==> config.mk <==
export PLATFORM = sky130hd
export DESIGN_NAME = module_mult_seq
export DESIGN_NICKNAME = d
export VERILOG_FILES = /design/src/rtl/calc_pkg.sv /design/src/rtl/module_mult_dp.sv /design/src/rtl/module_mult_seq.sv
export SDC_FILE = /design/constraint.sdc
export NUM_CORES = 1
export LEC_CHECK = 0
export CORE_MARGIN = 3
export CORE_UTILIZATION = 40
export CTS_BUF_LIST = sky130_fd_sc_hd__clkbuf_4
export CTS_CLUSTER_DIAMETER = 80
export DETAILED_ROUTE_END_ITERATION = 8
export PLACE_DENSITY = 0.63
export SYNTH_ARGS = -nofsm -noshare
export SYNTH_HDL_FRONTEND = slang
export SYNTH_HIERARCHICAL = 1
export SYNTH_SLANG_ARGS = --single-unit
export TNS_END_PERCENT = 20
==> constraint.sdc <==
create_clock -name clk -period 2.75 [get_ports clk]
set_input_delay 0.55 -clock clk [delete_from_list [all_inputs] [get_ports clk]]
set_output_delay 0.55 -clock clk [all_outputs]
set_load 0.1 [all_outputs]
==> src/rtl/calc_pkg.sv <==
// Shared types and sizes for the keypad calculator datapath.
package calc_pkg;

  typedef enum logic [1:0] {
    IDLE = 2'd0,
    RUN  = 2'd1,
    DONE = 2'd2
  } mult_state_t;

  localparam int CALC_W = 8;
  localparam int PROD_W = 2 * CALC_W;

endpackage

==> src/rtl/module_mult_dp.sv <==
// Shift-and-add datapath: holds the working register P and the captured multiplicand.
module module_mult_dp #(
  parameter int WIDTH = 8
) (
  input  logic               clk,
  input  logic               rst,
  input  logic               i_ld,
  input  logic               i_step,
  input  logic [WIDTH-1:0]   i_a,
  input  logic [WIDTH-1:0]   i_b,
  output logic [2*WIDTH-1:0] o_prod_next
);

  logic [2*WIDTH:0] r_p;
  logic [WIDTH-1:0] r_mcand;
  logic [WIDTH:0]   w_upper;

  // Upper half is WIDTH+1 bits so the carry out of the add survives the shift.
  always_comb begin
    w_upper = r_p[2*WIDTH:WIDTH];
    if (r_p[0]) begin
      w_upper = r_p[2*WIDTH:WIDTH] + {1'b0, r_mcand};
    end
  end

  assign o_prod_next = {w_upper, r_p[WIDTH-1:1]};

  always_ff @(posedge clk or negedge rst) begin
    if (!rst) begin
      r_p     <= '0;
      r_mcand <= '0;
    end else if (i_ld) begin
      r_mcand <= i_a;
      r_p     <= {{(WIDTH+1){1'b0}}, i_b};
    end else if (i_step) begin
      r_p     <= {1'b0, o_prod_next};
    end
  end

endmodule

==> src/rtl/module_mult_seq.sv <==
// Sequential unsigned multiplier: fixed WIDTH-cycle run, held product, one-cycle done pulse.
module module_mult_seq
  import calc_pkg::*;
#(
  parameter int WIDTH = CALC_W
) (
  input  logic               clk,
  input  logic               rst,
  input  logic               start,
  input  logic               abort,
  input  logic [WIDTH-1:0]   a,
  input  logic [WIDTH-1:0]   b,
  output logic               busy,
  output logic               done,
  output logic [2*WIDTH-1:0] product,
  output mult_state_t        state_dbg
);

  localparam int CNT_W = (WIDTH > 1) ? $clog2(WIDTH) : 1;
  localparam logic [CNT_W-1:0] LAST_CNT = CNT_W'(WIDTH - 1);

  mult_state_t        r_state;
  logic [CNT_W-1:0]   r_cnt;
  logic               r_busy;
  logic               r_done;
  logic [2*WIDTH-1:0] r_product;
  logic               w_ld;
  logic               w_step;
  logic [2*WIDTH-1:0] w_prod_next;

  assign w_ld   = (r_state == IDLE) && start;
  assign w_step = (r_state == RUN) && !abort;

  module_mult_dp #(
    .WIDTH(WIDTH)
  ) u_dp (
    .clk        (clk),
    .rst        (rst),
    .i_ld       (w_ld),
    .i_step     (w_step),
    .i_a        (a),
    .i_b        (b),
    .o_prod_next(w_prod_next)
  );

  // start is only looked at in IDLE, so it cannot be queued during RUN/DONE.
  always_ff @(posedge clk or negedge rst) begin
    if (!rst) begin
      r_state   <= IDLE;
      r_cnt     <= '0;
      r_busy    <= 1'b0;
      r_done    <= 1'b0;
      r_product <= '0;
    end else begin
      case (r_state)
        IDLE: begin
          r_done <= 1'b0;
          if (start) begin
            r_state <= RUN;
            r_cnt   <= '0;
            r_busy  <= 1'b1;
          end
        end
        RUN: begin
          if (abort) begin
            r_state <= IDLE;
            r_busy  <= 1'b0;
          end else begin
            r_cnt <= r_cnt + CNT_W'(1);
            if (r_cnt == LAST_CNT) begin
              r_product <= w_prod_next;
              r_done    <= 1'b1;
              r_state   <= DONE;
            end
          end
        end
        DONE: begin
          r_done  <= 1'b0;
          r_busy  <= 1'b0;
          r_state <= IDLE;
        end
        default: begin
          r_state <= IDLE;
          r_busy  <= 1'b0;
          r_done  <= 1'b0;
        end
      endcase
    end
  end

  assign busy      = r_busy;
  assign done      = r_done;
  assign product   = r_product;
  assign state_dbg = r_state;

endmodule

Yosys cells after proc, flatten, opt, wreduce, memory -nomap -nowiden
Index checks and enable logic that the tools add are counted.
{ "word_totals": {"reg_bits": 48, "inputBits": 20, "out_inout_bits": 20, "wordCells": 44} }
{ "op_classes": {"add_sub_neg": 2, "eq_ne": 7, "n_mux": 16, "bitwise": 1, "n_reduce_logical": 11} }
{ "ops": {"columns": ["op", "count"], "rows": [
  ["$mux W17", 2],
  ["$add A9 B8 Y9", 1],
  ["$mux W9", 1],
  ["$mux W2", 3],
  ["$mux W3", 2],
  ["$ne A2 B2 Y1 const B", 3],
  ["$pmux W3 S2", 1],
  ["$reduce_and A2 Y1", 3],
  ["$reduce_and A3 Y1", 2],
  ["$mux W1", 5],
  ["$pmux W2 S2", 1],
  ["$reduce_bool A2 Y1", 2],
  ["$add A3 B1 Y3 const B", 1],
  ["$eq A3 B3 Y1 const B", 1],
  ["$ne A3 B2 Y1 const B", 1],
  ["$eq A2 B1 Y1 const B", 1],
  ["$logic_and A1 B1 Y1", 2],
  ["$logic_not A2 Y1", 1],
  ["$ne A2 B1 Y1 const B", 1],
  ["$pmux W1 S2", 1],
  ["$logic_not A1 Y1", 1],
  ["$not A1 Y1", 1]
]} }

Depth between registers and ports, before layout
{ "depth": {"depth_word": 4, "ltp_mapped": 8, "ltp_nobuf": 8} }

Cells and area by module
Netlist, hierarchy kept.
{ "modules_own_cells": {"columns": ["module", "instances", "cells_each", "area_per_inst_um2", "seq_area_each_um2"], "rows": [
  ["module_mult_dp", 1, 139, 1456.4, 600.6],
  ["module_mult_seq", 1, 67, 1042.2, 575.6]
]} }

Least setup slack after synthesis
No wires, ideal clock.
{ "synth_path": {"path_kind": "flip-flop to flip-flop", "from": "register r_state[0], in the netlist state_dbg[0]", "to": "register u_dp.r_p[6]", "setup_time_ns": 0.134, "t_arrival_ns": 2.112, "required_ns": 2.616, "path_slack_ns": 0.504, "stages_incl_launch_ff": 7, "period_less_slack_ns": 2.246, "path_cell_list": "dfrtp_1 -> clkbuf_1 -> nor3b_1 -> buf_2 -> buf_2 -> mux2i_1 -> o21ai_0"} }
{ "synth_via": {"elab_chain_len": 3} }
{ "synth_rtl": {"columns": ["element", "line_no", "rtl"], "rows": [
  ["from (decl)", "module_mult_seq.sv:22", "mult_state_t r_state;"],
  ["from (signal assigned)", "module_mult_seq.sv:49", "r_state <= IDLE;"],
  ["from (signal assigned)", "module_mult_seq.sv:59", "r_state <= RUN;"],
  ["from (signal assigned)", "module_mult_seq.sv:66", "r_state <= IDLE;"],
  ["$eq A2 B1 Y1", "module_mult_seq.sv:32", "assign w_step = (r_state == RUN) && !abort;"],
  ["$logic_and A1 B1 Y1", "module_mult_seq.sv:32", null],
  ["via w_step", "module_mult_seq.sv:28", "logic w_step;"],
  ["$reduce_bool A2 Y1 (no source line)", null, null],
  ["to (signal assigned)", "module_mult_dp.sv:34", "r_p <= {{(WIDTH+1){1'b0}}, i_b};"],
  ["to (signal assigned)", "module_mult_dp.sv:36", "r_p <= {1'b0, o_prod_next};"],
  ["to (decl)", "module_mult_dp.sv:14", "logic [2*WIDTH:0] r_p;"]
]} }
The timed path passes the listed nets, and every way through them passes these cells.
A chain may end at the register's enable or synchronous reset.

Worst setup path in the final report
{ "layout_path": {"from": "register u_dp.r_p[8]", "to": "register r_product[11], in the netlist product[11]"} }
{ "layout_via": {"elab_chain_len": 2} }
{ "layout_rtl": {"columns": ["element", "line_no", "rtl"], "rows": [
  ["$add A9 B8 Y9", "module_mult_dp.sv:22", "w_upper = r_p[2*WIDTH:WIDTH] + {1'b0, r_mcand};"],
  ["$mux W9", "module_mult_dp.sv:21", "if (r_p[0]) begin"],
  ["via w_prod_next[11]", "module_mult_seq.sv:29", "logic [2*WIDTH-1:0] w_prod_next;"],
  ["to (signal assigned)", "module_mult_seq.sv:71", "r_product <= w_prod_next;"],
  ["to (decl)", "module_mult_seq.sv:26", "logic [2*WIDTH-1:0] r_product;"]
]} }
The timed path passes the listed nets, and every way through them passes these cells.

==> impl_metrics.toml <==
[global_routing]
grt_antenna_before_repair = 0
grtUsageMet3 = 0.0379
overflow = 0
globalRouteMet2Util = 0.213
use_met1 = 0.195
grt_max_degree = 30
grt_pass1_wl_um = 8140
track_usage = 0.140
grt_pass1_vias = 1683
grt_busiest_layer = "met2"

[critical_path]
cp_data_arrival_time_ns = 2.47
slowest_stage = "dfrtp_1"
max_stage_delay_ns = 0.42
path_class = "flop to flop"
cp.buffers_inverters = 0
end_kind = "flop"
cp_top_family = "adder cells"
crit_chain = "ha_1, fa_1, a21o_1, a21oi_1, xnor2_1, mux2_2, mux2_2"
reg2reg_from = "u_dp/r_p[8]"
crit_fanout = 3
start_kind = "flop"
regToRegEndpoint = "product[11]"
crit_top_cell = "mux2_2"
rr_worst_depth = 7
cp.required_ns = 3.01
rrSetupSlack_ns = 0.54

[detailed_routing]
dr.pass1.iters = 4
wl_per_cell_um = 14.7
drt_iter0_markers = 56
via_per_inst = 5.04
drc = 0
ant_nets = 0
drt-total-wl_um = 4650
vias = 1599

[cells_and_area]
nets = 272
antenna_cells = 0
design_area_um2 = 2920
multi_input_area_um2 = 1190
layout-drive-gt1-share = 0.314
ff_latch_area_um2 = 1180
fillCellCount = 550
area_delta_synth_final_pct = 16.8
post-route-util = 0.487

[timing]
drv_slew = 0
fin_skew_ns = 0.0132
finalHoldViolations = 0
fin_setup_tns_ns = 0
setup_viol_count_final = 0
setup_ws_ns = 0.536
slew_headroom = 0.564
fmax_mhz = 452
worstMarginPinSlew_ns = 0.654
period_minus_slack_ns = 2.21
period_share = 0.805
grt_setup_unrepaired = "no"

[status]
status = "complete, no violations"

[pwr]
ir_worst_vdd_mv = 0.335
leakage_nw = 1.42
power.density_nw_per_um2 = 680

[clock_tree]
cts_sinks = 47
tritoncts = "built"
numCtsBuffers = 5
hold_buffers = 0
cts_setup_buffers = 0
path_clk_slew_ns = 0.14
cts.htree.levels = 2
clock_latency_ns = 0.36
clockBufferDepth = 2
clockRootBuffer = "clkbuf_4"
ctsResizeCount = 0

[logic_synthesis]
syn_area_um2 = 2500
synth_cells = 206
ys_warn_count = 6
ys.flop_type = "dfrtp_1"
synth_edf_count = 0
synth-async-reset-ratio = 1.00
synth.most_common_cell = "dfrtp_1"
syn_avg_cell_area_um2 = 12.1
synthDistinctLibCells = 42
ys_ff_latch = 47
synth.yosys.seq_area_share = 0.471
syn-num-nets = 237
ys_top_cells_by_area = "dfrtp_1 (47%), mux2_2 (8.6%), mux2_4 (6.0%)"
synth_top_cell_area_share = 0.471
synth_top_area_cell = "dfrtp_1"
synthTopCellsByCount = "dfrtp_1 (47), mux2_2 (19), nor2_1 (17)"

[worst_hold_path]
hold_path.class = "primary input to async pin"

[floorplan]
rows = 28
dieArea_um2 = 7230
initial_utilization = 0.417
die-height_um = 85.0
ios = 40
die-width_um = 85.0
core_area_um2 = 5990

[place]
place_ws_ns = 0.370
portBuffers = 39
gp_congestion = 0.737
place_area_um2 = 2860
hpwlAfterDp_um = 3370

[run]
maxCapViolCount = 0
==> cells by family after synthesis <==
| logic type | Yosys count | synth area share |
|---|---|---|
| AND/OR/NAND/NOR | 46 | 0.107 |
| AO/OA/AOI/OAI | 36 | 0.100 |
| adder cells (fa/ha/maj) | 11 | 0.0581 |
| buffers and inverters | 21 | 0.0566 |
| flip-flops | 47 | 0.471 |
| XOR/XNOR | 5 | 0.0175 |
| multiplexers | 40 | 0.190 |
==> power by group <==
group,switching (mW),internal (mW),total (mW)
Clock,0.220,0.109,0.329
Sequential,0.109,0.802,0.910
Combinational,0.390,0.355,0.745
==> metrics by stage <==
stage                     total power, mW  cells  hold WS (ns)
after floorplan                      1.53    206         0.254
after global placement               1.66    309         0.499
after detailed placement             1.68    309         0.498
after CTS                            2.02    317         0.205
after global routing                 2.14    317         0.219
final                                1.98    317         0.204
==> worst max path at each step <==
stage                        end  slack (ns)  depth (start not counted)    startpoint
CTS                 u_dp/r_p[13]        0.53                          7   u_dp/r_p[8]
global route         product[13]        0.38                          8   u_dp/r_p[8]
finish               product[11]        0.54                          7   u_dp/r_p[8]
floorplan            u_dp/r_p[6]        0.50                          6  state_dbg[0]
global placement     product[15]        0.42                          4         abort
detailed placement    product[7]        0.37                          4         abort
==> metal layers <==
layer  wire length (µm)  part of all wire
met1               2320              0.50
met2               2100              0.45
met3                177             0.038
met4                 50             0.011
met5                  0                 0
==> flip-flops by register name, indices dropped and copies added (netlist names) <==
signal	cells
product	16
busy	1
state_dbg	2
r_cnt	3
done	1
u_dp/r_p	16
u_dp/r_mcand	8
==> cell type report <==
type                            count  area share
Clock inverter                      2     0.00429
Sequential cell                    47       0.403
Tap cell                           75      0.0321
Clock buffer                        6      0.0154
Multi-Input combinational cell    138       0.407
Timing Repair Buffer               47       0.135
Inverter                            2     0.00257
==> placed cells by master (no fill, tap or decap), drive strengths merged, types with 2 or more instances in the layout <==
cell            n
a21oi           7
nand2b          3
mux2i          11
mux2           29
a21o            3
dfrtp          47
nor4b           2
o21ai          10
clkbuf          6
clkdlybuf4s50  18
inv             2
ha             10
a211o           3
o21bai          2
o21a            4
nand2          11
xnor2           4
and4bb          2
and3            4
buf            29
nor2           17
Note: power is estimated with default switching activity, not from simulation.
